===== src/rtl/imem_fetch_arbiter_pkg.sv =====
// -----------------------------------------------------------------------------
// cpu_pkg
// Shared definitions for the fetch/data memory arbiters.
//   NOP_INSTR      : instruction returned on reset and on a forced completion
//   DEF_*          : default parameter values for the arbiters
//   arb_state_e    : arbiter FSM states (IDLE, WAIT)
//   wrap_inc()     : index increment modulo n
// -----------------------------------------------------------------------------
package cpu_pkg;

    localparam logic [31:0] NOP_INSTR     = 32'h0000_0013;

    localparam int unsigned DEF_NUM_CORES = 2;
    localparam int unsigned DEF_ADDR_W    = 32;
    localparam int unsigned DEF_DATA_W    = 32;
    localparam int unsigned DEF_TIMEOUT   = 64;

    typedef enum logic {
        IDLE = 1'b0,
        WAIT = 1'b1
    } arb_state_e;

    function automatic int unsigned wrap_inc(input int unsigned idx, input int unsigned n);
        return (idx + 1 >= n) ? 0 : idx + 1;
    endfunction

endpackage


===== src/rtl/imem_fetch_arbiter_if.sv =====
// -----------------------------------------------------------------------------
// imem_fetch_arbiter_if
// Bundles the core-side fetch handshake and the memory-side read port.
//   core_req/core_addr          : per-core fetch request and PC
//   core_rdata/core_rvalid      : returned instruction (broadcast) and per-core valid
//   core_stall                  : per-core PC / IF-ID freeze
//   mem_req/mem_addr            : single-cycle read strobe and address
//   mem_rdata/mem_rvalid        : memory read data and valid
//   arb_err                     : sticky timeout flag
// Modports: master = arbiter side, slave = cores + memory side.
// -----------------------------------------------------------------------------
interface imem_fetch_arbiter_if #(
    parameter int unsigned NUM_CORES = 2,
    parameter int unsigned ADDR_W    = 32,
    parameter int unsigned DATA_W    = 32
);
    logic [NUM_CORES-1:0]        core_req;
    logic [NUM_CORES*ADDR_W-1:0] core_addr;
    logic [DATA_W-1:0]           core_rdata;
    logic [NUM_CORES-1:0]        core_rvalid;
    logic [NUM_CORES-1:0]        core_stall;
    logic                        mem_req;
    logic [ADDR_W-1:0]           mem_addr;
    logic [DATA_W-1:0]           mem_rdata;
    logic                        mem_rvalid;
    logic                        arb_err;

    modport master (
        input  core_req, core_addr, mem_rdata, mem_rvalid,
        output core_rdata, core_rvalid, core_stall, mem_req, mem_addr, arb_err
    );

    modport slave (
        output core_req, core_addr, mem_rdata, mem_rvalid,
        input  core_rdata, core_rvalid, core_stall, mem_req, mem_addr, arb_err
    );
endinterface


===== src/rtl/imem_fetch_arbiter_rr_arbiter.sv =====
// -----------------------------------------------------------------------------
// rr_arbiter
// Combinational round-robin picker: returns the first asserted request at or
// after ptr, wrapping modulo NUM_REQ.
//   req   : request vector
//   ptr   : highest-priority index this cycle
//   valid : at least one request asserted
//   idx   : chosen index (0 when !valid)
// -----------------------------------------------------------------------------
module rr_arbiter #(
    parameter int unsigned NUM_REQ = 2,
    parameter int unsigned IDX_W   = (NUM_REQ > 1) ? $clog2(NUM_REQ) : 1
) (
    input  logic [NUM_REQ-1:0] req,
    input  logic [IDX_W-1:0]   ptr,
    output logic               valid,
    output logic [IDX_W-1:0]   idx
);

    int unsigned       cand;
    logic [IDX_W-1:0]  cand_idx;

    always_comb begin
        valid    = 1'b0;
        idx      = '0;
        cand     = 0;
        cand_idx = '0;
        for (int unsigned k = 0; k < NUM_REQ; k++) begin
            cand = 32'(ptr) + k;
            if (cand >= NUM_REQ) begin
                cand = cand - NUM_REQ;
            end
            cand_idx = IDX_W'(cand);
            if (!valid && req[cand_idx]) begin
                valid = 1'b1;
                idx   = cand_idx;
            end
        end
    end

endmodule


===== src/rtl/imem_fetch_arbiter.sv =====
// -----------------------------------------------------------------------------
// imem_fetch_arbiter
// Shares one single-ported instruction memory between NUM_CORES fetch units.
// Round-robin grant, one fetch in flight; the winner's instruction is returned
// with a one-cycle core_rvalid pulse. core_stall holds a requesting core until
// its fetch completes.
//   clk, rst_n : clock (rising edge), asynchronous active-low reset
//   bus        : imem_fetch_arbiter_if.master (core and memory signals)
// Optional: define IMEM_ARB_TIMEOUT_EN to add a WAIT watchdog that forces a
// NOP completion after TIMEOUT cycles and sets the sticky arb_err flag.
// -----------------------------------------------------------------------------
module imem_fetch_arbiter
    import cpu_pkg::*;
#(
    parameter int unsigned NUM_CORES = DEF_NUM_CORES,
    parameter int unsigned ADDR_W    = DEF_ADDR_W,
    parameter int unsigned DATA_W    = DEF_DATA_W,
    parameter int unsigned TIMEOUT   = DEF_TIMEOUT
) (
    input  logic                 clk,
    input  logic                 rst_n,
    imem_fetch_arbiter_if.master bus
);

    localparam int unsigned IDX_W = (NUM_CORES > 1) ? $clog2(NUM_CORES) : 1;

    arb_state_e           state_q, state_d;
    logic [IDX_W-1:0]     rr_ptr_q, rr_ptr_d;
    logic [IDX_W-1:0]     gnt_idx_q, gnt_idx_d;
    logic                 mem_req_q, mem_req_d;
    logic [ADDR_W-1:0]    mem_addr_q, mem_addr_d;
    logic [DATA_W-1:0]    core_rdata_q, core_rdata_d;
    logic [NUM_CORES-1:0] core_rvalid_q, core_rvalid_d;
    logic                 arb_err_q, arb_err_d;

    logic [NUM_CORES-1:0] eligible;
    logic                 pick_valid;
    logic [IDX_W-1:0]     pick_idx;
    logic [ADDR_W-1:0]    pick_addr;
    logic                 rsp_ok;
    logic                 timeout_hit;
    logic                 wait_done;

`ifdef IMEM_ARB_TIMEOUT_EN
    localparam int unsigned TO_CNT_W = $clog2(TIMEOUT + 1);
    logic [TO_CNT_W-1:0]  to_cnt_q, to_cnt_d;

    assign timeout_hit = (state_q == WAIT) && !bus.mem_rvalid
                         && (to_cnt_q == TO_CNT_W'(TIMEOUT - 1));
`else
    assign timeout_hit = 1'b0;
`endif

    // A core completing this cycle still has core_req high; masking it with
    // core_rvalid keeps it from being re-granted on its own stale request.
    assign eligible  = bus.core_req & ~core_rvalid_q;
    assign rsp_ok    = (state_q == WAIT) && bus.mem_rvalid;
    assign wait_done = rsp_ok || timeout_hit;

    rr_arbiter #(
        .NUM_REQ (NUM_CORES),
        .IDX_W   (IDX_W)
    ) u_rr_arbiter (
        .req   (eligible),
        .ptr   (rr_ptr_q),
        .valid (pick_valid),
        .idx   (pick_idx)
    );

    always_comb begin
        pick_addr = '0;
        for (int unsigned k = 0; k < NUM_CORES; k++) begin
            if (pick_idx == IDX_W'(k)) begin
                pick_addr = bus.core_addr[k*ADDR_W +: ADDR_W];
            end
        end
    end

    // State register
    always_ff @(posedge clk or negedge rst_n) begin
        if (!rst_n) begin
            state_q       <= IDLE;
            rr_ptr_q      <= '0;
            gnt_idx_q     <= '0;
            mem_req_q     <= 1'b0;
            mem_addr_q    <= '0;
            core_rdata_q  <= DATA_W'(NOP_INSTR);
            core_rvalid_q <= '0;
            arb_err_q     <= 1'b0;
`ifdef IMEM_ARB_TIMEOUT_EN
            to_cnt_q      <= '0;
`endif
        end else begin
            state_q       <= state_d;
            rr_ptr_q      <= rr_ptr_d;
            gnt_idx_q     <= gnt_idx_d;
            mem_req_q     <= mem_req_d;
            mem_addr_q    <= mem_addr_d;
            core_rdata_q  <= core_rdata_d;
            core_rvalid_q <= core_rvalid_d;
            arb_err_q     <= arb_err_d;
`ifdef IMEM_ARB_TIMEOUT_EN
            to_cnt_q      <= to_cnt_d;
`endif
        end
    end

    // Next-state logic
    always_comb begin
        state_d = state_q;
        unique case (state_q)
            IDLE: if (pick_valid) state_d = WAIT;
            WAIT: if (wait_done)  state_d = IDLE;
            default: state_d = IDLE;
        endcase
    end

    // Output / datapath logic. mem_rvalid seen in IDLE is deliberately dropped.
    always_comb begin
        rr_ptr_d      = rr_ptr_q;
        gnt_idx_d     = gnt_idx_q;
        mem_req_d     = 1'b0;
        mem_addr_d    = mem_addr_q;
        core_rdata_d  = core_rdata_q;
        core_rvalid_d = '0;
        arb_err_d     = arb_err_q;
`ifdef IMEM_ARB_TIMEOUT_EN
        to_cnt_d      = to_cnt_q;
`endif
        unique case (state_q)
            IDLE: begin
                if (pick_valid) begin
                    gnt_idx_d  = pick_idx;
                    mem_addr_d = pick_addr;
                    mem_req_d  = 1'b1;
`ifdef IMEM_ARB_TIMEOUT_EN
                    to_cnt_d   = '0;
`endif
                end
            end
            WAIT: begin
                if (rsp_ok) begin
                    core_rdata_d = bus.mem_rdata;
                end else if (timeout_hit) begin
                    core_rdata_d = DATA_W'(NOP_INSTR);
                    arb_err_d    = 1'b1;
                end
                if (wait_done) begin
                    core_rvalid_d[gnt_idx_q] = 1'b1;
                    rr_ptr_d = IDX_W'(wrap_inc(32'(gnt_idx_q), NUM_CORES));
                end
`ifdef IMEM_ARB_TIMEOUT_EN
                else begin
                    to_cnt_d = to_cnt_q + 1'b1;
                end
`endif
            end
            default: ;
        endcase
    end

    assign bus.mem_req     = mem_req_q;
    assign bus.mem_addr    = mem_addr_q;
    assign bus.core_rdata  = core_rdata_q;
    assign bus.core_rvalid = core_rvalid_q;
    assign bus.core_stall  = bus.core_req & ~core_rvalid_q;
    assign bus.arb_err     = arb_err_q;

endmodule


===== src/flat_wrapper.sv =====
// flat-port wrapper written by rule: the top's interface ports become plain ports
module imem_fetch_arbiter_flat import cpu_pkg::*;
#(
    parameter int unsigned NUM_CORES = DEF_NUM_CORES,
    parameter int unsigned ADDR_W    = DEF_ADDR_W,
    parameter int unsigned DATA_W    = DEF_DATA_W,
    parameter int unsigned TIMEOUT   = DEF_TIMEOUT
)
  (clk, rst_n, bus_core_req, bus_core_addr, bus_mem_rdata, bus_mem_rvalid, bus_core_rdata, bus_core_rvalid, bus_core_stall, bus_mem_req, bus_mem_addr, bus_arb_err);
  imem_fetch_arbiter_if #(.NUM_CORES(NUM_CORES), .ADDR_W(ADDR_W), .DATA_W(DATA_W)) bus_i ();
  input  logic clk;
  input  logic rst_n;
  input wire logic [$bits(bus_i.core_req)-1:0] bus_core_req;
  input wire logic [$bits(bus_i.core_addr)-1:0] bus_core_addr;
  input wire logic [$bits(bus_i.mem_rdata)-1:0] bus_mem_rdata;
  input wire logic [$bits(bus_i.mem_rvalid)-1:0] bus_mem_rvalid;
  output wire logic [$bits(bus_i.core_rdata)-1:0] bus_core_rdata;
  output wire logic [$bits(bus_i.core_rvalid)-1:0] bus_core_rvalid;
  output wire logic [$bits(bus_i.core_stall)-1:0] bus_core_stall;
  output wire logic [$bits(bus_i.mem_req)-1:0] bus_mem_req;
  output wire logic [$bits(bus_i.mem_addr)-1:0] bus_mem_addr;
  output wire logic [$bits(bus_i.arb_err)-1:0] bus_arb_err;
  assign bus_i.core_req = bus_core_req;
  assign bus_i.core_addr = bus_core_addr;
  assign bus_i.mem_rdata = bus_mem_rdata;
  assign bus_i.mem_rvalid = bus_mem_rvalid;
  assign bus_core_rdata = bus_i.core_rdata;
  assign bus_core_rvalid = bus_i.core_rvalid;
  assign bus_core_stall = bus_i.core_stall;
  assign bus_mem_req = bus_i.mem_req;
  assign bus_mem_addr = bus_i.mem_addr;
  assign bus_arb_err = bus_i.arb_err;
  imem_fetch_arbiter #(.NUM_CORES(NUM_CORES), .ADDR_W(ADDR_W), .DATA_W(DATA_W), .TIMEOUT(TIMEOUT)) u_core (.clk(clk), .rst_n(rst_n), .bus(bus_i));
endmodule

===== config.mk =====
export PLATFORM = sky130hd
export DESIGN_NAME = imem_fetch_arbiter_flat
export DESIGN_NICKNAME = d
export VERILOG_FILES = /design/src/rtl/imem_fetch_arbiter_pkg.sv /design/src/rtl/imem_fetch_arbiter_if.sv /design/src/rtl/imem_fetch_arbiter_rr_arbiter.sv /design/src/rtl/imem_fetch_arbiter.sv /design/src/flat_wrapper.sv
export SDC_FILE = /design/constraint.sdc
export NUM_CORES = 1
export LEC_CHECK = 0
export ABC_AREA = 0
export ABC_CLOCK_PERIOD_IN_PS = 1900
export BUFFER_PORTS_ARGS = -buffer_cell sky130_fd_sc_hd__buf_4
export CAP_MARGIN = 20
export CORE_ASPECT_RATIO = 0.9
export CORE_MARGIN = 2
export CORE_UTILIZATION = 45
export DETAILED_ROUTE_END_ITERATION = 8
export PLACE_DENSITY = 0.84
export SETUP_SLACK_MARGIN = 0.5
export SYNTH_ARGS = -nofsm -noshare
export SYNTH_HDL_FRONTEND = slang
export SYNTH_HIERARCHICAL = 1
export SYNTH_SLANG_ARGS = --single-unit

===== constraint.sdc =====
create_clock -name clk -period 1.9 [get_ports clk]
set_input_delay 0.095 -clock clk [delete_from_list [all_inputs] [get_ports clk]]
set_output_delay 0.095 -clock clk [all_outputs]
set_load 0.1 [all_outputs]

==> impl_metrics.env <==
export IMPL_status="finished, final reports clean"
export IMPL_fmax_mhz=555
export IMPL_rsz0062_at_grt="yes"
export IMPL_min_period_ns=1.80
export IMPL_synth_seq_cells=70
export IMPL_portBuffers=169
export IMPL_synth_edf_count=0
export IMPL_area_growth_pct=64.8
export IMPL_finalClockSkew_ns=0.00639
export IMPL_min_period_over_period_pct=94.8
export IMPL_hpwl_mm=5.58
export IMPL_placed_cell_area_sq_mm=0.00466
export IMPL_die_y_um=84.8
export IMPL_arrival_ns=2.02
export IMPL_grt_max_degree=50
export IMPL_final_common_cell="buf_4"
export IMPL_synth_area_per_cell_sq_um=17.0
export IMPL_final_cell_mix="172 x buf_4, 65 x mux2_4, 65 x dfrtp_1, 32 x mux2_2, 30 x dlygate4sd3_1"
export IMPL_synth_cell_type_count=17
export IMPL_yosys_warnings=6
export IMPL_grt_overflow_total=0
export IMPL_initial_core_util_pct=46.4
export IMPL_tightest_slew_ns=0.633
export IMPL_synthTopCellsByArea="dfrtp_1 51%, mux2_4 27%, mux2_2 13%"
export IMPL_final_area_sq_mm=0.00539
export IMPL_drive_gt1_share_pct=74.2
export IMPL_final_hold_violation_count=0
export IMPL_yosys_area_top_type="dfrtp_1"
export IMPL_grt_pass1_wl_mm=12.8
export IMPL_core_area_sq_mm=0.00704
export IMPL_grtUsageTotal_pct=21.2
export IMPL_cp_end_kind="register"
export IMPL_vias_per_cell=4.69
export IMPL_layout_nets=507
export IMPL_netlist_area_sq_mm=0.00327
export IMPL_gp_congestion=0.744
export IMPL_synth_fp_nets=293
export IMPL_hold_class="primary input to register"
export IMPL_cts_buffers=9
export IMPL_synthArstFlopShare_pct=100
export IMPL_yosysTopAreaCellShare_pct=51.3
export IMPL_cts_tree="yes"
export IMPL_path_clk_slew_ns=0.07
export IMPL_htreeDepth=3
export IMPL_grt_pass1_vias=2569
export IMPL_antenna_left=0
export IMPL_fillers=468
export IMPL_cp_start_kind="register"
export IMPL_ys_seq_area_share_pct=53.7
export IMPL_worst_path_max_fanout=6
export IMPL_crit_type="register to register"
export IMPL_final_core_util_pct=76.5
export IMPL_synth_cells=192
export IMPL_clock_sinks=70
export IMPL_slew_viol_final=0
export IMPL_wire_per_inst_um=17.4
export IMPL_setup_tns_ns=0
export IMPL_dr_total_vias=2366
export IMPL_drt_iter0_markers=35
export IMPL_ys_flop_type="dfrtp_1"
export IMPL_slew_headroom_pct=57.8
export IMPL_maxCapViolCount=0
export IMPL_clk_path_buf_depth=2
export IMPL_io_pins=171
export IMPL_fp_row_count=29
export IMPL_die_area_sq_mm=0.00796
export IMPL_diodes=0
export IMPL_setup_viol_count_final=0
export IMPL_cts_root_buffer="clkbuf_8"
export IMPL_clk_latency_ns=0.33
export IMPL_drt_pass1_iter_count=4
export IMPL_drcViolationCount=0
export IMPL_antenna_found_initial=0
export IMPL_die_w_um=93.8
export IMPL_cp_required_ns=2.12
export IMPL_wl_mm=8.78
final cells by class:
| cell class | count | area [sq um] | area share, % |
|---|---|---|---|
| Inverter | 2 | 7.51 | 0.139 |
| Clock inverter | 4 | 70.1 | 1.30 |
| Clock buffer | 12 | 145 | 2.70 |
| Multi-Input combinational cell | 108 | 1440 | 26.7 |
| Timing Repair Buffer | 215 | 1840 | 34.2 |
| Tap cell | 93 | 116 | 2.16 |
| Sequential cell | 70 | 1760 | 32.7 |
path summary, 6_finish.rpt:
check	start	to	slack (ns)	cells after the start
max	u_core/bus.core_rvalid[1]	u_core/bus.mem_addr[20]	0.1	6
min	bus_mem_rdata[23]	u_core/bus.core_rdata[23]	0.01	2
max reg2reg	u_core/bus.core_rvalid[1]	u_core/bus.mem_addr[20]	0.1	6
min reg2reg	u_core/bus.mem_addr[6]	u_core/bus.mem_addr[6]	0.51	1
max in group asynchronous	rst_n	u_core/bus.core_rdata[3]	0.89	3
min in group asynchronous	rst_n	u_core/bus.mem_addr[21]	0.32	2
sequential cells by signal (all words and copies together), names as in the netlist:
name	count
u_core/bus.mem_req	1
u_core/bus.core_rdata	32
u_core/state_q	1
u_core/bus.core_rvalid	2
u_core/gnt_idx_q	1
u_core/rr_ptr_q	1
u_core/bus.mem_addr	32
synthesized netlist by cell type, types with 2 or more instances:
cell / count
buf_2: 3
inv_1: 2
buf_4: 5
dfstp_2: 3
mux2_2: 39
mux2_4: 58
nor2b_1: 3
dfrtp_1: 67
a21o_1: 2
buf_12: 3
layer usage:
metal	routed length [um]	GRT usage, %	vias to the layer above
li1	-	-	1108
met2	4590	38.6	105
met5	0	0	-
met1	3490	24.7	1141
met4	114	6.06	0
met3	582	5.06	12
repair_timing:
action,CTS,global route
setup buffers,0,4
endpoints found under the setup margin,66,59
hold endpoints to repair,72,1
gates cloned,1,4
pin swaps,0,1
hold buffers,29,1
resized for setup,4,11
cells by family after synthesis:
family | share of synthesized area [%]
AOI/OAI and AO/OA | 0.689
buffers and inverters | 4.02
DFF | 53.7
muxes | 40.1
other | 0.115
and+or+nand+nor | 1.34
stage by stage:
step / hold slack [ns] / cells / setup WS [ns]
after global placement: 0.141 / 449 / 0.138
after CTS: 0.00123 / 495 / 0.0850
after global routing: 0.00558 / 504 / 0.0642
after detailed placement: 0.157 / 449 / 0.101
after floorplan: -0.201 / 192 / -0.489
final: 0.0144 / 504 / 0.0984
critical path, cell delays in order, from the launching register on:
cell and delay, ns:
dfrtp_4 0.50, nor2b_4 0.13, a21boi_4 0.20, buf_12 0.15, clkbuf_16 0.15, mux2_4 0.30
mux2_4 0.26
Power is not shown: default switching activity piles up to over one toggle a cycle in this logic, so the estimate is an artifact.
